===== config.mk =====
export PLATFORM = sky130hd
export DESIGN_NAME = vga_timing_gen_flat
export DESIGN_NICKNAME = d
export VERILOG_FILES = /design/src/rtl/vga_timing_gen_pkg.sv /design/src/rtl/vga_timing_gen_if.sv /design/src/rtl/vga_timing_gen_sync_delay_line.sv /design/src/rtl/vga_timing_gen.sv /design/src/flat_wrapper.sv
export SDC_FILE = /design/constraint.sdc
export NUM_CORES = 1
export LEC_CHECK = 0
export CAP_MARGIN = 20
export CORE_MARGIN = 2
export CORE_UTILIZATION = 40
export DETAILED_ROUTE_END_ITERATION = 8
export PLACE_DENSITY = 0.7
export SETUP_SLACK_MARGIN = 0.05
export SYNTH_ARGS = -nofsm -noshare
export SYNTH_HDL_FRONTEND = slang
export SYNTH_HIERARCHICAL = 1
export SYNTH_SLANG_ARGS = --single-unit

===== constraint.sdc =====
create_clock -name vga_clk -period 5 [get_ports vga_clk]
set_clock_uncertainty 0.15 [all_clocks]
set_input_delay 1.25 -clock vga_clk [delete_from_list [all_inputs] [get_ports vga_clk]]
set_output_delay 1.25 -clock vga_clk [all_outputs]
set_load 0.01 [all_outputs]

===== src/rtl/vga_timing_gen_pkg.sv =====
// vga_timing_pkg: default 640x480@60 timing constants, derived totals/sync bounds and FSM states
package vga_timing_pkg;
  localparam int DEF_H_ACTIVE = 640;
  localparam int DEF_H_FP = 16;
  localparam int DEF_H_SYNC = 96;
  localparam int DEF_H_BP = 48;
  localparam int DEF_V_ACTIVE = 480;
  localparam int DEF_V_FP = 10;
  localparam int DEF_V_SYNC = 2;
  localparam int DEF_V_BP = 33;
  localparam bit DEF_SYNC_POL = 1'b0;
  localparam int DEF_PIPE_DELAY = 1;
  function automatic logic [9:0] total10(int a, int b, int c, int d);
    return 10'(a + b + c + d);
  endfunction
  function automatic logic [9:0] sync_start(int active, int fp);
    return 10'(active + fp);
  endfunction
  function automatic logic [9:0] sync_end(int active, int fp, int width);
    return 10'(active + fp + width - 1);
  endfunction
  localparam logic [9:0] H_TOTAL = total10(DEF_H_ACTIVE, DEF_H_FP, DEF_H_SYNC, DEF_H_BP);
  localparam logic [9:0] V_TOTAL = total10(DEF_V_ACTIVE, DEF_V_FP, DEF_V_SYNC, DEF_V_BP);
  localparam logic [9:0] HS_START = sync_start(DEF_H_ACTIVE, DEF_H_FP);
  localparam logic [9:0] HS_END = sync_end(DEF_H_ACTIVE, DEF_H_FP, DEF_H_SYNC);
  localparam logic [9:0] VS_START = sync_start(DEF_V_ACTIVE, DEF_V_FP);
  localparam logic [9:0] VS_END = sync_end(DEF_V_ACTIVE, DEF_V_FP, DEF_V_SYNC);
  typedef enum logic {PRIME, RUN} state_t;
endpackage


===== src/rtl/vga_timing_gen_if.sv =====
// vga_timing_gen_if: raster position, blank and sync bundle fed to the pixel renderers
interface vga_timing_gen_if;
  logic [9:0] DrawX, DrawY;
  logic blank, hs, vs;
  logic hs_aligned, vs_aligned, blank_aligned;
  logic line_start, frame_start;
  logic [15:0] frame_count;
  modport master(output DrawX, DrawY, blank, hs, vs, hs_aligned, vs_aligned, blank_aligned,
                 line_start, frame_start, frame_count);
  modport slave(input DrawX, DrawY, blank, hs, vs, hs_aligned, vs_aligned, blank_aligned,
                line_start, frame_start, frame_count);
endinterface


===== src/rtl/vga_timing_gen_sync_delay_line.sv =====
// sync_delay_line: DEPTH-stage shift register with a per-bit reset value
module sync_delay_line #(
  parameter int DEPTH = 1,
  parameter int W = 1,
  parameter logic [W-1:0] RST_VAL = '0
) (
  input  logic         clk,
  input  logic         rst,
  input  logic [W-1:0] d,
  output logic [W-1:0] q
);
  logic [W-1:0] sr [DEPTH];
  always_ff @(posedge clk or posedge rst)
    if (rst) begin
      for (int i = 0; i < DEPTH; i++) sr[i] <= RST_VAL;
    end else begin
      sr[0] <= d;
      for (int i = 1; i < DEPTH; i++) sr[i] <= sr[i-1];
    end
  assign q = sr[DEPTH-1];
endmodule


===== src/rtl/vga_timing_gen.sv =====
// vga_timing_gen: raster counters with registered blank/sync decode and renderer-aligned copies
module vga_timing_gen
  import vga_timing_pkg::*;
#(
  parameter int H_ACTIVE = DEF_H_ACTIVE,
  parameter int H_FP = DEF_H_FP,
  parameter int H_SYNC = DEF_H_SYNC,
  parameter int H_BP = DEF_H_BP,
  parameter int V_ACTIVE = DEF_V_ACTIVE,
  parameter int V_FP = DEF_V_FP,
  parameter int V_SYNC = DEF_V_SYNC,
  parameter int V_BP = DEF_V_BP,
  parameter bit SYNC_POL = DEF_SYNC_POL,
  parameter int PIPE_DELAY = DEF_PIPE_DELAY
) (
  input logic              vga_clk,
  input logic              reset,
  vga_timing_gen_if.master vif
);
  localparam logic [9:0] HT = total10(H_ACTIVE, H_FP, H_SYNC, H_BP);
  localparam logic [9:0] VT = total10(V_ACTIVE, V_FP, V_SYNC, V_BP);
  localparam logic [9:0] HA = 10'(H_ACTIVE);
  localparam logic [9:0] VA = 10'(V_ACTIVE);
  localparam logic [9:0] HSS = sync_start(H_ACTIVE, H_FP);
  localparam logic [9:0] HSE = sync_end(H_ACTIVE, H_FP, H_SYNC);
  localparam logic [9:0] VSS = sync_start(V_ACTIVE, V_FP);
  localparam logic [9:0] VSE = sync_end(V_ACTIVE, V_FP, V_SYNC);
  localparam logic IDLE = ~SYNC_POL;
  state_t state, state_n;
  logic [9:0] hc, vc, hc_n, vc_n;
  logic blank, hs, vs, line_start, frame_start;
  logic blank_n, hs_n, vs_n, ls_n, fs_n, h_wrap;
  logic [15:0] frame_count;
  logic [2:0] aligned;
  // decode from next-state counters so registered outputs match DrawX/DrawY in the same cycle
  always_comb begin
    state_n = RUN;
    h_wrap = hc == HT - 10'd1;
    hc_n = (state == PRIME || h_wrap) ? '0 : hc + 10'd1;
    vc_n = (state == PRIME || (h_wrap && vc == VT - 10'd1)) ? '0 : h_wrap ? vc + 10'd1 : vc;
    blank_n = hc_n < HA && vc_n < VA;
    hs_n = (hc_n >= HSS && hc_n <= HSE) ? SYNC_POL : IDLE;
    vs_n = (vc_n >= VSS && vc_n <= VSE) ? SYNC_POL : IDLE;
    ls_n = hc_n == '0;
    fs_n = ls_n && vc_n == '0;
  end
  always_ff @(posedge vga_clk or posedge reset)
    if (reset) state <= PRIME;
    else state <= state_n;
  always_ff @(posedge vga_clk or posedge reset)
    if (reset) begin
      hc <= '0;
      vc <= '0;
      blank <= 1'b0;
      hs <= IDLE;
      vs <= IDLE;
      line_start <= 1'b0;
      frame_start <= 1'b0;
      frame_count <= '0;
    end else begin
      hc <= hc_n;
      vc <= vc_n;
      blank <= blank_n;
      hs <= hs_n;
      vs <= vs_n;
      line_start <= ls_n;
      frame_start <= fs_n;
      frame_count <= frame_count + 16'(fs_n && state == RUN);
    end
  sync_delay_line #(
    .DEPTH(PIPE_DELAY),
    .W(3),
    .RST_VAL({IDLE, IDLE, 1'b0})
  ) u_delay (
    .clk(vga_clk),
    .rst(reset),
    .d({hs, vs, blank}),
    .q(aligned)
  );
  assign vif.DrawX = hc;
  assign vif.DrawY = vc;
  assign vif.blank = blank;
  assign vif.hs = hs;
  assign vif.vs = vs;
  assign vif.line_start = line_start;
  assign vif.frame_start = frame_start;
  assign vif.frame_count = frame_count;
  assign {vif.hs_aligned, vif.vs_aligned, vif.blank_aligned} = aligned;
endmodule


===== src/flat_wrapper.sv =====
// flat-port wrapper written by rule: the top's interface ports become plain ports
module vga_timing_gen_flat import vga_timing_pkg::*;
#(
  parameter int H_ACTIVE = DEF_H_ACTIVE,
  parameter int H_FP = DEF_H_FP,
  parameter int H_SYNC = DEF_H_SYNC,
  parameter int H_BP = DEF_H_BP,
  parameter int V_ACTIVE = DEF_V_ACTIVE,
  parameter int V_FP = DEF_V_FP,
  parameter int V_SYNC = DEF_V_SYNC,
  parameter int V_BP = DEF_V_BP,
  parameter bit SYNC_POL = DEF_SYNC_POL,
  parameter int PIPE_DELAY = DEF_PIPE_DELAY
)
  (vga_clk, reset, vif_DrawX, vif_DrawY, vif_blank, vif_hs, vif_vs, vif_hs_aligned, vif_vs_aligned, vif_blank_aligned, vif_line_start, vif_frame_start, vif_frame_count);
  vga_timing_gen_if vif_i ();
  input logic vga_clk;
  input logic reset;
  output wire logic [$bits(vif_i.DrawX)-1:0] vif_DrawX;
  output wire logic [$bits(vif_i.DrawY)-1:0] vif_DrawY;
  output wire logic [$bits(vif_i.blank)-1:0] vif_blank;
  output wire logic [$bits(vif_i.hs)-1:0] vif_hs;
  output wire logic [$bits(vif_i.vs)-1:0] vif_vs;
  output wire logic [$bits(vif_i.hs_aligned)-1:0] vif_hs_aligned;
  output wire logic [$bits(vif_i.vs_aligned)-1:0] vif_vs_aligned;
  output wire logic [$bits(vif_i.blank_aligned)-1:0] vif_blank_aligned;
  output wire logic [$bits(vif_i.line_start)-1:0] vif_line_start;
  output wire logic [$bits(vif_i.frame_start)-1:0] vif_frame_start;
  output wire logic [$bits(vif_i.frame_count)-1:0] vif_frame_count;
  assign vif_DrawX = vif_i.DrawX;
  assign vif_DrawY = vif_i.DrawY;
  assign vif_blank = vif_i.blank;
  assign vif_hs = vif_i.hs;
  assign vif_vs = vif_i.vs;
  assign vif_hs_aligned = vif_i.hs_aligned;
  assign vif_vs_aligned = vif_i.vs_aligned;
  assign vif_blank_aligned = vif_i.blank_aligned;
  assign vif_line_start = vif_i.line_start;
  assign vif_frame_start = vif_i.frame_start;
  assign vif_frame_count = vif_i.frame_count;
  vga_timing_gen #(.H_ACTIVE(H_ACTIVE), .H_FP(H_FP), .H_SYNC(H_SYNC), .H_BP(H_BP), .V_ACTIVE(V_ACTIVE), .V_FP(V_FP), .V_SYNC(V_SYNC), .V_BP(V_BP), .SYNC_POL(SYNC_POL), .PIPE_DELAY(PIPE_DELAY)) u_core (.vga_clk(vga_clk), .reset(reset), .vif(vif_i));
endmodule

# After elaboration in Yosys (flattened, before gate mapping)
# Cells that the tools add are included.
totals:
  regBits: 45
  output_inout_bits: 44
op_classes:
  add_sub_neg: 3
  order_cmp: 6
  n_eq_ne: 2
  mux: 5
  bitwise_logic: 1
  n_reduce_logical: 10
op_table:
  columns: ["op", "count"]
  rows:
  - ["2-to-1 mux 10 bit", 3]
  - ["adder 10 x 1 -> 10 bit (second input constant)", 2]
  - ["== test 10 bit (second input constant)", 2]
  - ["zero test 10 bit", 2]
  - ["adder 16 x 1 -> 16 bit", 1]
  - [">= comparator 10 bit (second input constant)", 1]
  - [">= comparator 10 x 9 -> 1 bit (second input constant)", 1]
  - ["less-or-equal comparator 10 bit (second input constant)", 1]
  - ["less-or-equal comparator 10 x 9 -> 1 bit (second input constant)", 1]
  - ["< comparator 10 bit (second input constant)", 1]
  - ["< comparator 10 x 9 -> 1 bit (second input constant)", 1]
  - ["logical AND 1 bit", 6]
  - ["logical OR 1 bit", 2]
  - ["2-to-1 mux 1 bit", 2]
  - ["inverter 1 bit", 1]

# Depth between registers and ports, before layout
depth:
  depth_word: 8
  ltp_mapped: 14

# By module
# Netlist, hierarchy kept.
by_module_without_submodules:
  columns: ["mod", "instances", "cells_per_inst", "area_per_inst_um2"]
  rows:
  - ["vga_timing_gen", 1, 232, 2326.0]
  - ["sync_delay_line", 1, 4, 81.3]

# Worst setup path before layout
# Ideal clock, no wire load.
synth_timing:
  kind: "register to register"
  startpoint: "register u_core.hc[0] (netlist: u_core/vif.DrawX[0])"
  endpoint: "register u_core.frame_count[15] (netlist: u_core/vif.frame_count[15])"
  arrival_ns: 3.374
  required_ns: 4.726
  slack_ns: 1.351
  path_stages_with_launch: 15
  path_buffers: 1
  path_cell_list: "dfrtp_1 > ha_1 > and4_1 > buf_6 > nand3_4 > or4_1 > a211oi_1 > o21ai_1 > a211oi_2 > ha_1 > and4_1 > nand2_1 > nor3_1 > nand4_1 > xnor2_1"
synth_via:
  elab_chain_len: 8
  word_cells_on_any_way: 13
synth_lines:
  columns: ["element", "line", "text"]
  rows:
  - ["start: declaration", "vga_timing_gen.sv:30", "logic [9:0] hc, vc, hc_n, vc_n;"]
  - ["start signal: assignment", "vga_timing_gen.sv:61", "hc <= hc_n;"]
  - ["parallel branches: the longest is 5 deep, another holds adder 10 x 1 -> 10 bit", null, null]
  - ["logical AND 1 bit *", "vga_timing_gen.sv:45", "fs_n = ls_n && vc_n == '0;"]
  - ["logical AND 1 bit *", "vga_timing_gen.sv:68", "frame_count <= frame_count + 16'(fs_n && state == RUN);"]
  - ["adder 16 x 1 -> 16 bit *", "vga_timing_gen.sv:68", null]
  - ["end signal: assignment", "vga_timing_gen.sv:68", null]
  - ["end: declaration", "vga_timing_gen.sv:33", "logic [15:0] frame_count;"]
# Mark *: on every way between the ends.

# Worst setup path in the final report
# Same ends and word-level chain as after synthesis.

==> impl_summary.md <==
Placement
The worst slack after detailed placement is between 0.9 and 1 ns. At the end of routability-driven placement, the weighted congestion stood at roughly 0.91. After detailed placement, the design holds a cell count of ~350. Once placement finished, the instance area stood at 2890 um2. The number of buffers added on ports is 45. The half-perimeter wire length after detailed placement is between 3000 and 4000 um.

STA
The worst hold margin is around 0.22 ns. The fmax is 244 MHz. The count of final hold-check violations is 0. Setup violations remaining at the end of the flow were counted as 0. At the pin with the least slew margin, the transition time is approximately 0.59 ns. Counting I/O delays and the setup requirement, the final critical path takes just over 4 ns.

The final worst setup slack is 0.897 ns. Setup repair after global routing left no endpoint under its margin. The final total negative setup slack is 0 ns. Dividing the final minimum period by the clock period gives 82.1%.

The number of pins with negative max-slew slack in the final report came to 0. The relative max-transition margin is between 60% and 70%.

Die
The I/O pin count is between 40 and 50. The initial utilization of the core area, before any placement, comes to about two fifths. The die width is 81.6 um. After floorplanning, the core was divided into 28 placement rows. The die extent in y is around 80 um.

The die covers about 6700 um2. The standard cell core area is 5850 um2.

Layout
0 antenna diodes ended up in the layout. The final layout contains between 200 and 300 nets. The most common cell after layout, fill and taps aside is sky130_fd_sc_hd__clkdlybuf4s50_1. The area growth from synthesis to layout is 24.8%. Leaving out fill and tap cells, the most frequent cells in the layout are 45 x sky130_fd_sc_hd__clkdlybuf4s50_1, 41 x sky130_fd_sc_hd__dfrtp_1, 24 x sky130_fd_sc_hd__nor2_1, 24 x sky130_fd_sc_hd__nand2_1, 23 x sky130_fd_sc_hd__xnor2_1. Summing all non-filler instances in the final layout gives an area of around 3000 um2. After the flow finishes, the layout carries non-filler instances totaling about 360. The layout cell share with drive strength beyond 1 is 9.64%.

Run
Across the run, the number of max-cap violations was 0.

Global routing
The wire length of the first global-routing pass is a little under 9000 um. The remaining global-route overflow is 0. The initial antenna violation count came to 0. The via count of the first global-routing pass came to approximately 1800. The largest net degree at the start of global routing is 43. For this run, the total global-route usage over all layers was measured as 17.1%.

Setup path
The critical path data required time is approximately 5.0 ns. The maximum fanout along the worst path is 8. At the worst endpoint, the arrival time is approximately 4.1 ns. The delay of the slowest cell on the worst path is 0.50 ns. In this run the critical register-to-register path is captured at u_core/vif.frame_count[15]. The signal on the critical path passes through ha_1 -> and4_1 -> nand3_4 -> or4_1 -> a211oi_1 -> o21ai_1 -> a211oi_2 -> ha_1 -> and4_1 -> nand2_1 -> nor3_1 -> nand4_1 -> xnor2_1. The source of the worst register-to-register timing path is u_core/vif.DrawX[0].

STA classifies the critical path startpoint as a register. Among all stages on the critical path, the largest delay is contributed by sky130_fd_sc_hd__or4_1. The worst reg2reg path depth is 13. The worst-case register-to-register setup slack is 0.90 ns. The worst setup path is captured at a register. The cell family contributing the most delay on the critical path is simple AND/OR/NAND/NOR gates. The category of the most critical setup path is register to register. Together, buffers and inverters on the worst path number 0.

Hold path
The source of the worst hold timing path is u_core/vif.vs. The worst hold endpoint is u_core/u_delay/q[1]. The count of cells along the worst hold path is 0.

The class of the worst hold path is register to register.

CTS
CTS built an H-tree with a depth of 2. In this run the clock root is driven by a sky130_fd_sc_hd__clkbuf_8. The TritonCTS clock tree is built. Clock tree synthesis inserted a total of 5 buffers. At the later pin of the worst-skew pair, clock insertion delay measures approximately 0.30 ns. Clock tree synthesis found a total of 45 sinks. The number of hold-repair buffers added at the cts stage is 0. The clock transition at the registers of the reported paths is roughly 0.090 ns. Once the clock tree was built, the resizer swapped 0 gates to a different size.

The longest clock path from root to sink contains 2 buffers. After clock tree synthesis, the setup repair step added 0 buffers.

Logic synthesis
Of the synthesized area, sequential elements account for a little under half. Synthesis produced a netlist with a net count of approximately 240. The post-synthesis instance total is around 240. The distinct cell type count after synthesis is 48. Each instance of the synthesized netlist takes up on average 10.2 um2.

The synthesized design contains 45 register bits. The warning count from the yosys run is 6. The cell area after technology mapping is ~2400 um2.

Detailed routing
Across all layers, the routed design uses 1891 vias. In this run, the number of DRC markers left after iteration 0 of detailed routing was about 170. The detailed-routing iteration count for the pre-antenna-repair pass is 5.

The count of unresolved DRC violations after routing is 0. The ratio of routed vias to standard cells is roughly 5.3. Dividing the detail-routed wire length by the instance count gives approximately 15 um.

In this run the remaining antenna-violating nets after routing total 0. The total wirelength of the detailed-routed design is approximately 5400 um.

Run status
The flow ran to the end, and the final reports show no timing, DRC or antenna violations.

Pwr
The leakage component of the power is between 1 and 1.5 nW. The peak supply drop is ~0.23 mV. The power density over cell area is approximately 270 nW/um2.
flip-flops by register name, summed over array words and instances (netlist names):
name / flops
u_core/state: 1
u_core/vif.frame_start: 1
u_core/vif.frame_count: 16
u_core/u_delay/q: 3
u_core/vif.line_start: 1
u_core/vif.DrawY: 10
u_core/vif.blank: 1
u_core/vif.DrawX: 10
u_core/vif.hs: 1
u_core/vif.vs: 1
through the flow:
step	util (%)	power, mW
floorplan	-	0.484
global placement	49.4	0.554
detailed placement	49.4	0.555
CTS	51.3	0.831
global route	51.3	0.862
finish	51.3	0.824
synth_stat cells, drive strengths merged:
master | n | area [um2]
a21oi | 3 | 15.0
inv | 8 | 30.0
or4 | 3 | 22.5
nand4b | 3 | 26.3
nand2b | 2 | 12.5
mux2i | 1 | 10.0
o211ai | 1 | 7.51
and4 | 2 | 17.5
nor4 | 3 | 33.8
nand3b | 1 | 7.51
a31o | 1 | 8.76
o21ai | 6 | 30.0
nor3b | 3 | 33.8
and3 | 5 | 32.5
nor2 | 24 | 90.1
and2b | 1 | 8.76
a211oi | 2 | 20.0
and2 | 2 | 12.5
clkbuf | 4 | 15.0
nor3 | 9 | 55.1
conb | 1 | 3.75
buf | 7 | 58.8
xor2 | 11 | 96.3
mux2 | 1 | 11.3
or3b | 1 | 11.3
nand4 | 10 | 68.8
nand3 | 16 | 92.6
a2111oi | 1 | 15.0
or3 | 2 | 12.5
ha | 5 | 62.6
nand2 | 24 | 90.1
o41a | 1 | 11.3
dfrtp | 41 | 1030
o32ai | 1 | 8.76
o41ai | 1 | 27.5
xnor2 | 23 | 201
dfstp | 4 | 105
o31ai | 2 | 15.0
final cells by class:
class / instances / area, um2
fill: 531 / 2850
multi-input combinational: 172 / 1170
sequential: 45 / 1130
timing repair buffer: 47 / 465
tap: 75 / 93.8
clock buffer: 6 / 72.6
clock inverter: 2 / 38.8
inverter: 8 / 30.0
routing by layer:
layer | up-vias | track usage, % | wire length [um]
li1 | 900 | - | -
met4 | 0 | 6.17 | 84
met3 | 10 | 3.52 | 232
met1 | 933 | 21.8 | 2440
met2 | 48 | 28.6 | 2610
met5 | - | 0 | 0
where the power goes:
group / leakage, nW / total (mW) / switching [mW] / internal, mW
logic: 0.599 / 0.121 / 0.0515 / 0.0697
registers: 0.584 / 0.425 / 0.0331 / 0.392
clock network: 0.0554 / 0.278 / 0.128 / 0.150
total: 1.24 / 0.824 / 0.212 / 0.612
kinds of logic (layout without fill, tap and decap cells):
group / Yosys count / after routing / share of synthesized area [%]
compound gates: 19 / 19 / 6.60
xor+xnor: 34 / 34 / 12.4
fa+ha+maj: 5 / 5 / 2.60
buf+inv: 19 / 63 / 4.31
flops: 45 / 45 / 47.0
mux: 2 / 2 / 0.884
other cells: 1 / 1 / 0.156
simple gates: 111 / 111 / 26.1
worst max-delay path by stage:
| stage | startpoint | endpoint | slack [ns] | cells past startpoint |
|---|---|---|---|---|
| final | u_core/vif.DrawX[0] | u_core/vif.frame_count[15] | 0.90 | 13 |
| after global routing | u_core/vif.DrawX[0] | u_core/vif.frame_count[15] | 0.52 | 13 |
| after global placement | u_core/vif.DrawX[0] | u_core/vif.frame_count[15] | 1.08 | 13 |
| after CTS | u_core/vif.DrawX[0] | u_core/vif.frame_count[15] | 0.89 | 13 |
| after detailed placement | u_core/vif.DrawX[0] | u_core/vif.frame_count[15] | 0.92 | 13 |
| after floorplan | u_core/vif.DrawX[0] | u_core/vif.frame_count[15] | 1.35 | 14 |
No activity file was read; power rests on OpenSTA's default activity.
